File: config.mk
export PLATFORM = sky130hd
export DESIGN_NAME = imem_fetch_flat
export DESIGN_NICKNAME = d
export VERILOG_FILES = /design/src/rtl/imem_fetch_if.sv /design/src/rtl/imem_fetch.sv /design/src/flat_wrapper.sv
export SDC_FILE = /design/constraint.sdc
export NUM_CORES = 1
export LEC_CHECK = 0
export ABC_AREA = 1
export ABC_CLOCK_PERIOD_IN_PS = 8119
export BUFFER_PORTS_ARGS = -buffer_cell sky130_fd_sc_hd__clkbuf_2
export CAP_MARGIN = 15
export CORE_AREA = 5 5 386 293
export CTS_CLUSTER_SIZE = 8
export DETAILED_ROUTE_END_ITERATION = 12
export DIE_AREA = 0 0 391 298
export HOLD_SLACK_MARGIN = 0.06
export PLACE_DENSITY_LB_ADDON = 0.08
export SYNTH_ARGS = -nofsm -noshare
export SYNTH_HDL_FRONTEND = slang
export SYNTH_SLANG_ARGS = --single-unit
export TNS_END_PERCENT = 100
File: constraint.sdc
create_clock -name clk -period 8.12 [get_ports clk]
set_input_delay 0.406 -clock clk [delete_from_list [all_inputs] [get_ports clk]]
set_output_delay 0.406 -clock clk [all_outputs]
set_load 0.02 [all_outputs]
File: src/rtl/imem_fetch_if.sv
// Fetch-side bus of the instruction memory.
// Carries the request handshake from the PC logic and the response handshake to the decoder.
interface imem_fetch_if #(
  parameter int unsigned DATA_W = 32,
  parameter int unsigned PC_W   = 32
);

  logic              req_valid;
  logic [PC_W-1:0]   req_addr;
  logic              req_ready;
  logic              rsp_valid;
  logic [DATA_W-1:0] rsp_inst;
  logic              rsp_fault;
  logic              rsp_ready;

  // Core side: issues fetches and consumes responses
  modport master (
    output req_valid,
    output req_addr,
    output rsp_ready,
    input  req_ready,
    input  rsp_valid,
    input  rsp_inst,
    input  rsp_fault
  );

  // Memory side: accepts fetches and produces responses
  modport slave (
    input  req_valid,
    input  req_addr,
    input  rsp_ready,
    output req_ready,
    output rsp_valid,
    output rsp_inst,
    output rsp_fault
  );

endinterface

File: src/rtl/imem_fetch.sv
// Word-organised program memory: serial load port in LOAD mode, registered handshaked
// fetch port in RUN mode with misalignment / out-of-range fault reporting.
module imem_fetch #(
  parameter int unsigned DATA_W   = 32,
  parameter int unsigned DEPTH    = 32,
  parameter int unsigned PC_W     = 32,
  parameter logic [DATA_W-1:0] NOP_WORD = '0,
  localparam int unsigned IW      = (DEPTH > 1) ? $clog2(DEPTH) : 1
) (
  input  logic              clk,
  input  logic              rst_n,
  input  logic              load_en,
  input  logic              load_valid,
  input  logic [DATA_W-1:0] load_data,
  output logic [IW:0]       load_count,
  output logic              load_done,
  imem_fetch_if.slave       fetch
);

  // One bit of headroom so DEPTH itself is representable in the range compare
  localparam int unsigned WAW = PC_W - 1;

  typedef enum logic {
    RUN  = 1'b0,
    LOAD = 1'b1
  } state_e;

  logic [DATA_W-1:0] mem [DEPTH];

  state_e            state_q, state_d;
  logic              rsp_valid_q, rsp_valid_d;
  logic [DATA_W-1:0] rsp_inst_q, rsp_inst_d;
  logic              rsp_fault_q, rsp_fault_d;
  logic [IW-1:0]     load_ptr_q, load_ptr_d;
  logic [IW:0]       load_count_d;
  logic              load_done_d;

  logic              mem_we_c;
  logic              ready_c;
  logic              accept_c;
  logic              fault_c;
  logic [WAW-1:0]    word_addr_c;
  logic [IW-1:0]     idx_c;
  logic [DATA_W-1:0] rd_word_c;

  // Fetch address decode and fault detection
  assign word_addr_c = WAW'(fetch.req_addr[PC_W-1:2]);
  assign idx_c       = fetch.req_addr[IW+1:2];
  assign fault_c     = (fetch.req_addr[1:0] != 2'b00) || (word_addr_c >= WAW'(DEPTH));
  assign rd_word_c   = fault_c ? NOP_WORD : mem[idx_c];

  // One-deep output register: accept whenever the slot is empty or being drained
  assign ready_c  = (state_q == RUN) && (!rsp_valid_q || fetch.rsp_ready);
  assign accept_c = fetch.req_valid && ready_c;

  assign fetch.req_ready = ready_c;
  assign fetch.rsp_valid = rsp_valid_q;
  assign fetch.rsp_inst  = rsp_inst_q;
  assign fetch.rsp_fault = rsp_fault_q;

  // Next-state and next-output logic
  always_comb begin
    state_d      = state_q;
    rsp_valid_d  = rsp_valid_q;
    rsp_inst_d   = rsp_inst_q;
    rsp_fault_d  = rsp_fault_q;
    load_ptr_d   = load_ptr_q;
    load_count_d = load_count;
    load_done_d  = 1'b0;
    mem_we_c     = 1'b0;

    unique case (state_q)
      RUN: begin
        if (load_en) begin
          // Entering LOAD flushes any pending response; a same-edge accept is dropped
          state_d      = LOAD;
          load_ptr_d   = '0;
          load_count_d = '0;
          rsp_valid_d  = 1'b0;
        end else if (accept_c) begin
          rsp_valid_d = 1'b1;
          rsp_inst_d  = rd_word_c;
          rsp_fault_d = fault_c;
        end else if (fetch.rsp_ready) begin
          rsp_valid_d = 1'b0;
        end
      end

      LOAD: begin
        if (!load_en) begin
          // A load_valid coinciding with the exit edge is ignored
          state_d     = RUN;
          load_done_d = 1'b1;
        end else if (load_valid) begin
          mem_we_c   = 1'b1;
          load_ptr_d = (load_ptr_q == IW'(DEPTH - 1)) ? '0 : load_ptr_q + IW'(1);
          if (load_count != (IW+1)'(DEPTH)) begin
            load_count_d = load_count + (IW+1)'(1);
          end
        end
      end

      default: state_d = RUN;
    endcase
  end

  // Control and response registers
  always_ff @(posedge clk or negedge rst_n) begin
    if (!rst_n) begin
      state_q     <= RUN;
      rsp_valid_q <= 1'b0;
      rsp_inst_q  <= '0;
      rsp_fault_q <= 1'b0;
      load_ptr_q  <= '0;
      load_count  <= '0;
      load_done   <= 1'b0;
    end else begin
      state_q     <= state_d;
      rsp_valid_q <= rsp_valid_d;
      rsp_inst_q  <= rsp_inst_d;
      rsp_fault_q <= rsp_fault_d;
      load_ptr_q  <= load_ptr_d;
      load_count  <= load_count_d;
      load_done   <= load_done_d;
    end
  end

  // Program storage; deliberately not reset so contents survive a core reset
  always_ff @(posedge clk) begin
    if (mem_we_c) begin
      mem[load_ptr_q] <= load_data;
    end
  end

endmodule

File: src/flat_wrapper.sv
// flat-port wrapper written by rule: the top's interface ports become plain ports
module imem_fetch_flat 
#(
  parameter int unsigned DATA_W   = 32,
  parameter int unsigned DEPTH    = 32,
  parameter int unsigned PC_W     = 32,
  parameter logic [DATA_W-1:0] NOP_WORD = '0,
  localparam int unsigned IW      = (DEPTH > 1) ? $clog2(DEPTH) : 1
)
  (clk, rst_n, load_en, load_valid, load_data, load_count, load_done, fetch_req_valid, fetch_req_addr, fetch_rsp_ready, fetch_req_ready, fetch_rsp_valid, fetch_rsp_inst, fetch_rsp_fault);
  imem_fetch_if #(.DATA_W(DATA_W), .PC_W(PC_W)) fetch_i ();
  input  logic clk;
  input  logic rst_n;
  input  logic load_en;
  input  logic load_valid;
  input  logic [DATA_W-1:0] load_data;
  output logic [IW:0] load_count;
  output logic load_done;
  input wire logic [$bits(fetch_i.req_valid)-1:0] fetch_req_valid;
  input wire logic [$bits(fetch_i.req_addr)-1:0] fetch_req_addr;
  input wire logic [$bits(fetch_i.rsp_ready)-1:0] fetch_rsp_ready;
  output wire logic [$bits(fetch_i.req_ready)-1:0] fetch_req_ready;
  output wire logic [$bits(fetch_i.rsp_valid)-1:0] fetch_rsp_valid;
  output wire logic [$bits(fetch_i.rsp_inst)-1:0] fetch_rsp_inst;
  output wire logic [$bits(fetch_i.rsp_fault)-1:0] fetch_rsp_fault;
  assign fetch_i.req_valid = fetch_req_valid;
  assign fetch_i.req_addr = fetch_req_addr;
  assign fetch_i.rsp_ready = fetch_rsp_ready;
  assign fetch_req_ready = fetch_i.req_ready;
  assign fetch_rsp_valid = fetch_i.rsp_valid;
  assign fetch_rsp_inst = fetch_i.rsp_inst;
  assign fetch_rsp_fault = fetch_i.rsp_fault;
  imem_fetch #(.DATA_W(DATA_W), .DEPTH(DEPTH), .PC_W(PC_W), .NOP_WORD(NOP_WORD)) u_core (.clk(clk), .rst_n(rst_n), .load_en(load_en), .load_valid(load_valid), .load_data(load_data), .load_count(load_count), .load_done(load_done), .fetch(fetch_i));
endmodule
==> flow_summary.json <==
{
  "leakagePower_nw": 17.8,
  "status": "finished, final reports clean",
  "nets": 3758,
  "pwr-share-clk_pct": 46.4,
  "cts_setup_buffers": 0,
  "port_buffers": 111,
  "wire_per_inst_um": 26.5,
  "comb_power_share_pct": 5.2,
  "globalRouteTotalUtil_pct": 23.5,
  "ant_nets": 0,
  "tightestPinTransition_ns": 1.19,
  "hp-class": "in2reg",
  "areaGrowthSynthToFinish_pct": 14.1,
  "path_clk_slew_ns": 0.05,
  "grt_max_degree": 234,
  "syn_area_sq_um": 43300,
  "ys.flop_type": "edfxtp_1",
  "max_slew_margin_pct": 20.5,
  "synth-xor-area-share_pct": 0,
  "crit_path_end_kind": "flip-flop",
  "synth_cell_types": 27,
  "die_w_um": 391,
  "route.detailed.drc": 0,
  "synth_top_area_cell": "edfxtp_1",
  "synth_adder_area_share_pct": 0.202,
  "path_max_fanout": 17,
  "num_vias": 28600,
  "layout-drive-gt1-share_pct": 9.94,
  "rsz0062_at_grt": "no",
  "peakVddDrop_mv": 0.152,
  "insertion_delay_ns": 0.75,
  "synthArstFlopShare_pct": 4.39,
  "overflow": 0,
  "numCtsBuffers": 151,
  "power_switching_mw": 2.82,
  "critPathArrivalTime_ns": 3.94,
  "seq_area_frac_synth_pct": 73.8,
  "clockRootBuffer": "clkbuf_16",
  "antenna_found_initial": 8,
  "syn_inst": 3585,
  "required_ns": 8.51,
  "synth.area.mux_share_pct": 0,
  "setup_violations": 0,
  "ys_warn_count": 0,
  "grt_pass1_vias": 27600,
  "first_pass_iters": 7,
  "synth-seq-cells": 1071,
  "switching_share_pct": 22.3,
  "fin_tns_setup_ns": 0,
  "fmax_ghz": 0.281,
  "synth_edf_count": 1024,
  "critical_path_class": "reg2reg",
  "start_kind": "flip-flop",
  "synth_top_family_by_area": "simple AND/OR/NAND/NOR gates",
  "slew_viol_final": 0,
  "max_cap_viol_count": 0,
  "hpwl_um": 67600,
  "clockBufferDepth": 3,
  "yosys-top-cells-area": "edfxtp_1, nand3_1, nand2_1",
  "die_height_um": 298,
  "initial_utilization_pct": 39.8,
  "synth.avg_cell_area_sq_um": 12.1,
  "core-area_sq_um": 109000,
  "power.density_nw_per_um2": 256,
  "clock_sinks": 1071,
  "internal_power_mw": 9.82,
  "synth.most_common_cell": "nand2_1",
  "fillCellCount": 9898,
  "hold_viol_final": 0,
  "seqPwrFrac_pct": 48.4,
  "die-area_sq_um": 117000,
  "fin_crit_sh_pct": 43.8,
  "synth_compound_area_share_pct": 0.275,
  "finClkSkew_ns": 0.0170,
  "cts_tree": "yes",
  "place_congestion": 0.761,
  "htreeDepth": 4,
  "vias_per_cell": 5.47,
  "synth_fp_nets": 3662,
  "row_count": 105,
  "synth_commonest_cells": "nand2_1, edfxtp_1, nand3_1",
  "wirelength_um": 139000,
  "power_mw": 12.6,
  "grt_first_pass_wirelength_um": 199000,
  "synth_top_area_share_pct": 71.1,
  "drt_iter0_drc": 2742,
  "period_minus_slack_ns": 3.55,
  "io-pin-count": 112,
  "yosys.area_share.simple_pct": 22.2
}
## path summary, 6_finish.rpt
check	startpoint	to	slack (ns)	depth (start not counted)
max	u_core.state_q	u_core.mem[24][24]	4.57	5
min	fetch_rsp_ready	u_core.fetch.rsp_valid	0.13	4
max reg2reg	u_core.state_q	u_core.mem[24][24]	4.57	5
min reg2reg	u_core.fetch.rsp_inst[25]	u_core.fetch.rsp_inst[25]	0.48	2
max in group asynchronous	rst_n	u_core.fetch.rsp_inst[30]	6.90	3
min in group asynchronous	rst_n	u_core.fetch.rsp_valid	0.49	3
## sequential cells by signal, indices dropped and copies added (netlist names)
name and count:
u_core.load_ptr_q 5, u_core.load_done 1, u_core.fetch.rsp_fault 1, u_core.mem 1024, u_core.state_q 1, u_core.load_count 6
u_core.fetch.rsp_valid 1, u_core.fetch.rsp_inst 32
## metrics by stage
step           setup WS (ns)  std cells  hold WS (ns)  instance area [sq um]  utilization (%)
6_report                4.57       5228         0.125                  49400             45.4
5_1_grt                 4.44       5226         0.124                  49400             45.4
4_1_cts                 4.56       5226        0.0720                  49400             45.4
3_5_place_dp            4.46       4969         0.470                  45000             41.3
3_3_place_gp            4.40       4969         0.468                  45000             41.3
2_1_floorplan           5.29       3585         0.110                  43300                -
## power by group through the flow
stage	sequential, mW	combinational, mW	clock, mW
after global placement	6.21	0.652	0
after CTS	6.11	0.662	5.98
after detailed placement	6.22	0.659	0
after floorplan	6.22	0.396	0
final	6.11	0.660	5.87
after global routing	6.11	0.726	6.25
## repair_timing
action,in CTS,in global routing
hold buffers,3,0
gates resized for setup,0,0
hold endpoints to repair,50,0
## layout by cell type (no fill, tap or decap), types with 2 or more instances in the layout
master	netlist	layout
nor2_1	53	21
inv_2	4	3
nand4_1	4	4
nand2_1	1232	1232
nand3_1	943	943
ha_1	7	7
a21oi_1	6	6
inv_8	0	2
inv_16	0	2
edfxtp_1	1024	1024
nor3_1	3	3
buf_8	0	2
clkbuf_1	19	88
inv_6	1	6
dlygate4sd3_1	0	3
diode_2	0	2
a21oi_2	2	2
nor2_4	1	33
inv_1	18	16
o21ai_0	8	8
clkbuf_2	0	106
buf_4	10	52
buf_12	0	3
clkbuf_16	0	158
dfrtp_1	47	47
## worst max-delay path, cell delays in order (launching register included)
cell and delay [ns]:
dfrtp_1 0.50, inv_2 0.11, nor3_4 0.37, nand2_1 0.59, nor2_4 1.07, buf_4 0.53
## cells by family after synthesis
logic type / after synthesis
and+or+nand+nor: 2239
DFF: 1071
AOI/OAI and AO/OA: 20
adders and majority gates: 7
buffers and inverters: 248
## cell type report
type | count | area, sq um | area share [%]
antenna | 2 | 5.00 | 0.0101
clock buffer | 246 | 4280 | 8.68
clock inverter | 8 | 88.8 | 0.180
inverter | 23 | 119 | 0.241
multi-input combinational | 2266 | 10100 | 20.4
sequential | 1071 | 31900 | 64.7
tap | 1444 | 1810 | 3.66
timing repair buffer | 168 | 1060 | 2.14
## routing by layer
layer	track usage, %	share of wire [%]	vias up
met4	6.32	1.9	2
met1	34.9	47	14600
li1	-	-	12900
met3	3.44	5.8	185
met5	0	0.0094	-
met2	36.5	46	962
No activity file was read; power rests on OpenSTA's default activity.
